===== src/rtl/pixel_writer.sv =====
// pixel_writer
//   Writes the depth-passed pixel stream into a double-buffered framebuffer
//   RAM. Pixels are queued in a small FIFO (no upstream backpressure, drops
//   are flagged), drained through a stall-able single write port, and the
//   back buffer can be filled with a clear colour. Front/back banks swap on
//   vsync once a finished frame has fully drained.
// Ports
//   clk, rst_n                  clock, async active-low reset
//   in_valid/in_color/in_x/in_y pixel stream from the depth-test stage
//   clear_start, clear_color    start a back-buffer fill with clear_color
//   frame_done                  rasteriser finished the current frame
//   vsync                       display is in vertical blank
//   mem_ready                   RAM accepts the current write
//   mem_we/mem_addr/mem_data    write port, mem_addr = {bank, y*FB_WIDTH+x}
//   front_sel                   bank scanned out; writes target ~front_sel
//   swapped                     one-cycle pulse when front_sel toggles
//   overflow                    sticky, an in-range pixel was dropped
//   busy                        work outstanding (FSM, FIFO or write port)
module pixel_writer #(
    parameter int FB_WIDTH   = 160,
    parameter int FB_HEIGHT  = 120,
    parameter int FIFO_DEPTH = 16,
    parameter int ADDR_WIDTH = $clog2(FB_WIDTH * FB_HEIGHT)
) (
    input  logic                  clk,
    input  logic                  rst_n,
    input  logic                  in_valid,
    input  logic [11:0]           in_color,
    input  logic [15:0]           in_x,
    input  logic [15:0]           in_y,
    input  logic                  clear_start,
    input  logic [11:0]           clear_color,
    input  logic                  frame_done,
    input  logic                  vsync,
    input  logic                  mem_ready,
    output logic                  mem_we,
    output logic [ADDR_WIDTH:0]   mem_addr,
    output logic [11:0]           mem_data,
    output logic                  front_sel,
    output logic                  swapped,
    output logic                  overflow,
    output logic                  busy
);
    localparam int FB_DEPTH = FB_WIDTH * FB_HEIGHT;
    localparam int PTR_W    = $clog2(FIFO_DEPTH);
    localparam logic [ADDR_WIDTH:0]  CLR_END  = (ADDR_WIDTH + 1)'(FB_DEPTH);
    localparam logic [PTR_W:0]       FIFO_MAX = (PTR_W + 1)'(FIFO_DEPTH);

    typedef struct packed {
        logic [11:0]           color;
        logic [ADDR_WIDTH-1:0] addr;
    } pix_t;

    typedef enum logic [1:0] {IDLE, CLEAR, DRAIN, SWAP_WAIT} state_t;

    state_t                state;
    pix_t                  fifo_mem [FIFO_DEPTH];
    logic [PTR_W-1:0]      wr_ptr, rd_ptr;
    logic [PTR_W:0]        count;
    logic [ADDR_WIDTH:0]   clr_cnt;    // next clear address to issue
    logic [11:0]           clr_color;

    logic                  in_range, fifo_full, fifo_empty;
    logic                  push, drop, pop, out_free;
    logic [ADDR_WIDTH-1:0] pix_addr;
    pix_t                  head;

    // Linear address is computed on entry so the FIFO holds only what the
    // write port needs; the bank bit is added when the word is issued.
    assign in_range   = (in_x < 16'(FB_WIDTH)) && (in_y < 16'(FB_HEIGHT));
    assign pix_addr   = ADDR_WIDTH'(in_y) * ADDR_WIDTH'(FB_WIDTH) + ADDR_WIDTH'(in_x);
    assign fifo_full  = (count == FIFO_MAX);
    assign fifo_empty = (count == '0);
    assign push       = in_valid && in_range && !fifo_full;
    assign drop       = in_valid && in_range && fifo_full;
    // Output register may take a new word when empty or completing this edge.
    assign out_free   = !mem_we || mem_ready;
    assign pop        = ((state == IDLE) || (state == DRAIN)) && !fifo_empty && out_free;
    assign head       = fifo_mem[rd_ptr];
    assign busy       = (state != IDLE) || !fifo_empty || mem_we;

    always_ff @(posedge clk) begin
        if (push)
            fifo_mem[wr_ptr] <= '{color: in_color, addr: pix_addr};
    end

    always_ff @(posedge clk or negedge rst_n) begin
        if (!rst_n) begin
            wr_ptr <= '0;
            rd_ptr <= '0;
            count  <= '0;
        end else begin
            if (push) wr_ptr <= wr_ptr + 1'b1;
            if (pop)  rd_ptr <= rd_ptr + 1'b1;
            count <= count + (PTR_W + 1)'(push) - (PTR_W + 1)'(pop);
        end
    end

    always_ff @(posedge clk or negedge rst_n) begin
        if (!rst_n) begin
            state     <= IDLE;
            mem_we    <= 1'b0;
            mem_addr  <= '0;
            mem_data  <= '0;
            front_sel <= 1'b0;
            swapped   <= 1'b0;
            overflow  <= 1'b0;
            clr_cnt   <= '0;
            clr_color <= '0;
        end else begin
            swapped <= 1'b0;
            case (state)
                IDLE, DRAIN: begin
                    if (out_free) begin
                        mem_we <= !fifo_empty;
                        if (!fifo_empty) begin
                            mem_addr <= {~front_sel, head.addr};
                            mem_data <= head.color;
                        end
                    end
                    if (state == IDLE) begin
                        if (clear_start) begin
                            state     <= CLEAR;
                            overflow  <= 1'b0;
                            clr_color <= clear_color;
                            clr_cnt   <= '0;
                        end else if (frame_done) begin
                            state <= DRAIN;
                        end
                    end else if (fifo_empty && out_free) begin
                        state <= SWAP_WAIT;
                    end
                end
                CLEAR: begin
                    // A pixel write still pending from IDLE finishes first;
                    // returning to IDLE happens on the edge the last clear
                    // word is accepted.
                    if (out_free) begin
                        if (clr_cnt < CLR_END) begin
                            mem_we   <= 1'b1;
                            mem_addr <= {~front_sel, clr_cnt[ADDR_WIDTH-1:0]};
                            mem_data <= clr_color;
                            clr_cnt  <= clr_cnt + 1'b1;
                        end else begin
                            mem_we <= 1'b0;
                            state  <= IDLE;
                        end
                    end
                end
                SWAP_WAIT: begin
                    if (out_free) mem_we <= 1'b0;
                    if (vsync) begin
                        front_sel <= ~front_sel;
                        swapped   <= 1'b1;
                        state     <= IDLE;
                    end
                end
                default: state <= IDLE;
            endcase
            // A drop in the same cycle as a clear start still gets reported.
            if (drop) overflow <= 1'b1;
        end
    end
endmodule


===== config.mk =====
export PLATFORM = sky130hd
export DESIGN_NAME = pixel_writer
export DESIGN_NICKNAME = d
export VERILOG_FILES = /design/src/rtl/pixel_writer.sv
export SDC_FILE = /design/constraint.sdc
export NUM_CORES = 1
export LEC_CHECK = 0
export CORE_MARGIN = 2
export CORE_UTILIZATION = 55
export DETAILED_ROUTE_END_ITERATION = 16
export DONT_BUFFER_PORTS = 1
export GPL_TIMING_DRIVEN = 0
export PLACE_DENSITY = 0.67
export SLEW_MARGIN = 20
export SYNTH_ARGS = -nofsm -noshare
export SYNTH_HDL_FRONTEND = slang
export SYNTH_SLANG_ARGS = --single-unit
export TNS_END_PERCENT = 30

===== constraint.sdc =====
create_clock -name clk -period 4.1 [get_ports clk]
set_clock_uncertainty 0.15 [all_clocks]
set_input_delay 0.41 -clock clk [delete_from_list [all_inputs] [get_ports clk]]
set_output_delay 0.41 -clock clk [all_outputs]
set_load 0.02 [all_outputs]

==> summary.md <==
| Metric | Value |
|---|---|
| Slew at the pin closest to its max-slew limit | 987.4 ps |
| Clock sinks | 507 |
| Final core occ | 64.46% |
| Final critical-path required period | 3648 ps |
| Synthesized area | 20450 um^2 |
| DR pass1 iterations | 5 |
| Worst Hold Class | input port to register |
| Ys Warns | 0 |
| Core ar. | 36610 um^2 |
| Clock buffer depth | 3 |
| HPWL Detailed | 29.42 mm |
| I/O pin count | 96 |
| Die Wd | 196.8 um |
| Max cap viols | 0 |
| Crit-path slowest cell | clkbuf_1 |
| Critical path, cell by cell | clkbuf_1, clkbuf_1, mux4_2, a22o_1, a221oi_1, o21ai_0, mux2_2 |
| Synth-to-layout area growth | 15.41% |
| Vias in the first global route | 10842 |
| Post-CTS Hold Fix Bufs | 33 |
| Worst VDD drop | 0.3240 mV |
| Buf+Inv Stages, Crit Path | 2 |
| Wire per inst | 25.95 um |
| Most frequent CP cell | clkbuf_1 |
| Num CTS Buffers | 50 |
| Hold path depth | 2 |
| FF+latch count, synth | 507 |
| Gpl congestion | 0.7980 |
| Initial Util | 55.85% |
| Dominant synthesized flop cell | edfxtp_1 |
| Fin. Hold Viols | 0 |
| Die ar. | 38740 um^2 |
| Largest net degree at the start of global routing | 76 |
| DRT antenna net count | 0 |
| Reg-to-reg endpoint | mem_data[10] |
| CTS tree | built |
| Mapped Avg Cell Area | 18.54 um^2 |
| Remaining global-route overflow | 0 |
| WP data required | 4380 ps |
| Critical path's largest stage delay | 680 ps |
| Hold path endpoint | mem_we |
| First-pass GRT wire length | 67.54 mm |
| Slew margin rel. | 33.93% |
| Syn Nets | 1203 |
| Reg-to-Reg Start | rd_ptr[1] |
| Startpoint Class | register |
| Worst-path clk slew | 60 ps |
| Kind of cell adding the most delay to the critical path | buffers and inverters |
| Fill count | 2453 |
| R2R setup slack | 450 ps |
| Met2 GRT Util | 38.36% |
| CP Capture Type | register |
| Worst Setup Slack, final | 452.0 ps |
| Power per cell area | 650.2 nW/um^2 |
| Register Area | 14850 um^2 |
| Critical Path AT | 3930 ps |
| Std cell rows | 70 |
| Post-synth EDFFs | 432 |
| Hold Startpoint | mem_ready |
| Netlist cell types | 47 |
| Placement Setup Slack | 167.2 ps |
| CP Max Fanout | 10 |
| Post-synthesis cell count | 1103 |
| Height of the die | 196.8 um |
| Sequential fraction of the synthesis area | 72.62% |
| Max-slew violations | 0 |
| Post_cts resized | 0 |
| Multi-input logic area | 5451 um^2 |
| Clock Latency Late Sink | 560 ps |
| Layout cells sized above 1 | 21.80% |
| Pleak | 7.977 nW |
| GRT Overall Usage | 23.75% |
| Net count, final | 1317 |
| Routed vias | 10638 |
| Met1 usage | 34.43% |
| Top Usage Layer GRT | met2 |
| Post-route clock period utilization | 88.98% |
| Unrepaired setup endpoints after global routing | false |
| DRC Markers | 0 |
| Final setup viols | 0 |
| Total wire length | 44.79 mm |
| Avg Vias per Cell | 6.163 |
| CTS root buf | clkbuf_16 |
| Global Route met3 Usage | 3.696% |
| H-tree levels | 2 |
| Fmax | 274.1 MHz |
| Post-CTS Setup Inserts | 0 |
| Port Buffer Count | 0 |
| Initial detailed-routing violation count | 1031 |
| R2R cell count | 7 |
| Outcome | finished clean |
| Kind of critical path | register to register |
| Async S/R FF share, synth | 14.79% |
| Antenna violations before repair | 2 |
routing by layer:
layer / part of all wire, % / vias to the layer above
li1: - / 4666
met1: 43 / 5525
met2: 48 / 383
met3: 6.6 / 64
met4: 2.0 / 0
met5: 0 / -
Yosys cell counts, drive strengths merged, types with 3 or more instances:
cell type / number / area (um^2)
a22o: 28 / 245.2
o31ai: 6 / 45.04
nand2: 82 / 307.8
clkbuf: 38 / 142.6
nand3: 8 / 40.04
xnor2: 16 / 140.1
fa: 3 / 60.06
inv: 21 / 78.83
nor2b: 6 / 37.54
a21oi: 26 / 130.1
nand2b: 9 / 56.30
mux4: 108 / 2432
buf: 16 / 85.08
xor2: 8 / 70.07
nand4: 6 / 37.54
o21ai: 45 / 229.0
nor4: 5 / 31.28
a221oi: 27 / 236.5
or3: 8 / 50.05
mux2: 28 / 315.3
nor2: 27 / 101.4
ha: 34 / 425.4
o21a: 3 / 22.52
edfxtp: 432 / 12970
nor3: 7 / 40.04
dfrtp: 75 / 1877
a21o: 4 / 30.03
or4: 7 / 52.55
registers in the layout, summed over array words and instances, names as in the netlist:
| name | flops |
|---|---|
| overflow | 1 |
| state | 2 |
| wr_ptr | 4 |
| mem_we | 1 |
| mem_data | 12 |
| count | 5 |
| mem_addr | 16 |
| front_sel | 1 |
| swapped | 1 |
| fifo_mem | 432 |
| rd_ptr | 4 |
| clr_color | 12 |
| clr_cnt | 16 |
worst reg2reg max path, cell delays in order, from the launching register on:
cell	delay, ps
dfrtp_1	370
clkbuf_1	560
clkbuf_1	690
mux4_2	420
a22o_1	280
a221oi_1	620
o21ai_0	160
mux2_2	300
layout by cell type, fill, tap and decap left out, types with 6 or more instances in the layout:
cell type        n
nand2_1         82
dfrtp_1         75
nand4_1          6
buf_4           17
buf_2           11
xor2_1           6
o31ai_1          6
a221oi_1        27
xnor2_1         12
buf_16          11
ha_1            34
mux2_2          28
a21oi_1         25
edfxtp_1       432
dlygate4sd3_1   32
nand3_1          8
nor2b_1          6
mux4_2         108
nor2_1          15
nand2b_1         9
or4_1            7
or3_1            8
inv_1           21
clkbuf_16       51
clkbuf_1        57
clkinv_2         9
a22o_1          28
nor2_4          12
o21ai_0         44
through the flow:
step	instances	instance area [um^2]	TNS [ps]	power [mW]	hold WS (ps)
floorplan	1103	20450	0	9.579	-35.59
global placement	1571	21030	-556350	10.81	-34.13
detailed placement	1600	21610	0	10.90	-34.03
CTS	1725	23560	0	15.43	34.44
global route	1725	23600	0	16.04	43.61
finish	1726	23600	0	15.34	55.87
layout make-up:
type | count | share of cell area [%]
inverters | 21 | 0.3340
clock buffers | 72 | 5.784
repair buffers | 62 | 3.435
plain buffers | 54 | 0.9702
multi-input cells | 521 | 23.10
clock inverters | 20 | 0.9649
diodes | 1 | 0.01060
flip-flops and latches | 507 | 62.92
well taps | 468 | 2.481
power breakdown:
group | internal [mW] | total (mW) | switching [mW]
sequential | 6.09 | 6.47 | 0.381
combinational | 1.91 | 4.42 | 2.51
clock | 2.63 | 4.46 | 1.83
cells by family after synthesis:
group                    count (synthesis)  share of synthesized area, %
AO/OA/AOI/OAI                          150                         5.005
XOR/XNOR                                24                         1.028
adder cells (fa/ha/maj)                 37                         2.374
buffers and inverters                   75                         1.499
flip-flops                             507                         72.62
multiplexers                           137                         13.49
AND/OR/NAND/NOR                        173                         3.990
how the worst max path moves through the flow:
| stage | startpoint | to | depth (start not counted) |
|---|---|---|---|
| after floorplan | in_x[14] | fifo_mem[3][0] | 5 |
| after global placement | in_y[7] | fifo_mem[3][0] | 5 |
| after detailed placement | in_y[1] | fifo_mem[2][14] | 9 |
| after CTS | rd_ptr[1] | mem_addr[0] | 7 |
| after global routing | rd_ptr[1] | mem_data[10] | 7 |
| final | rd_ptr[1] | mem_data[10] | 7 |
Note: power is estimated with default switching activity, not from simulation.
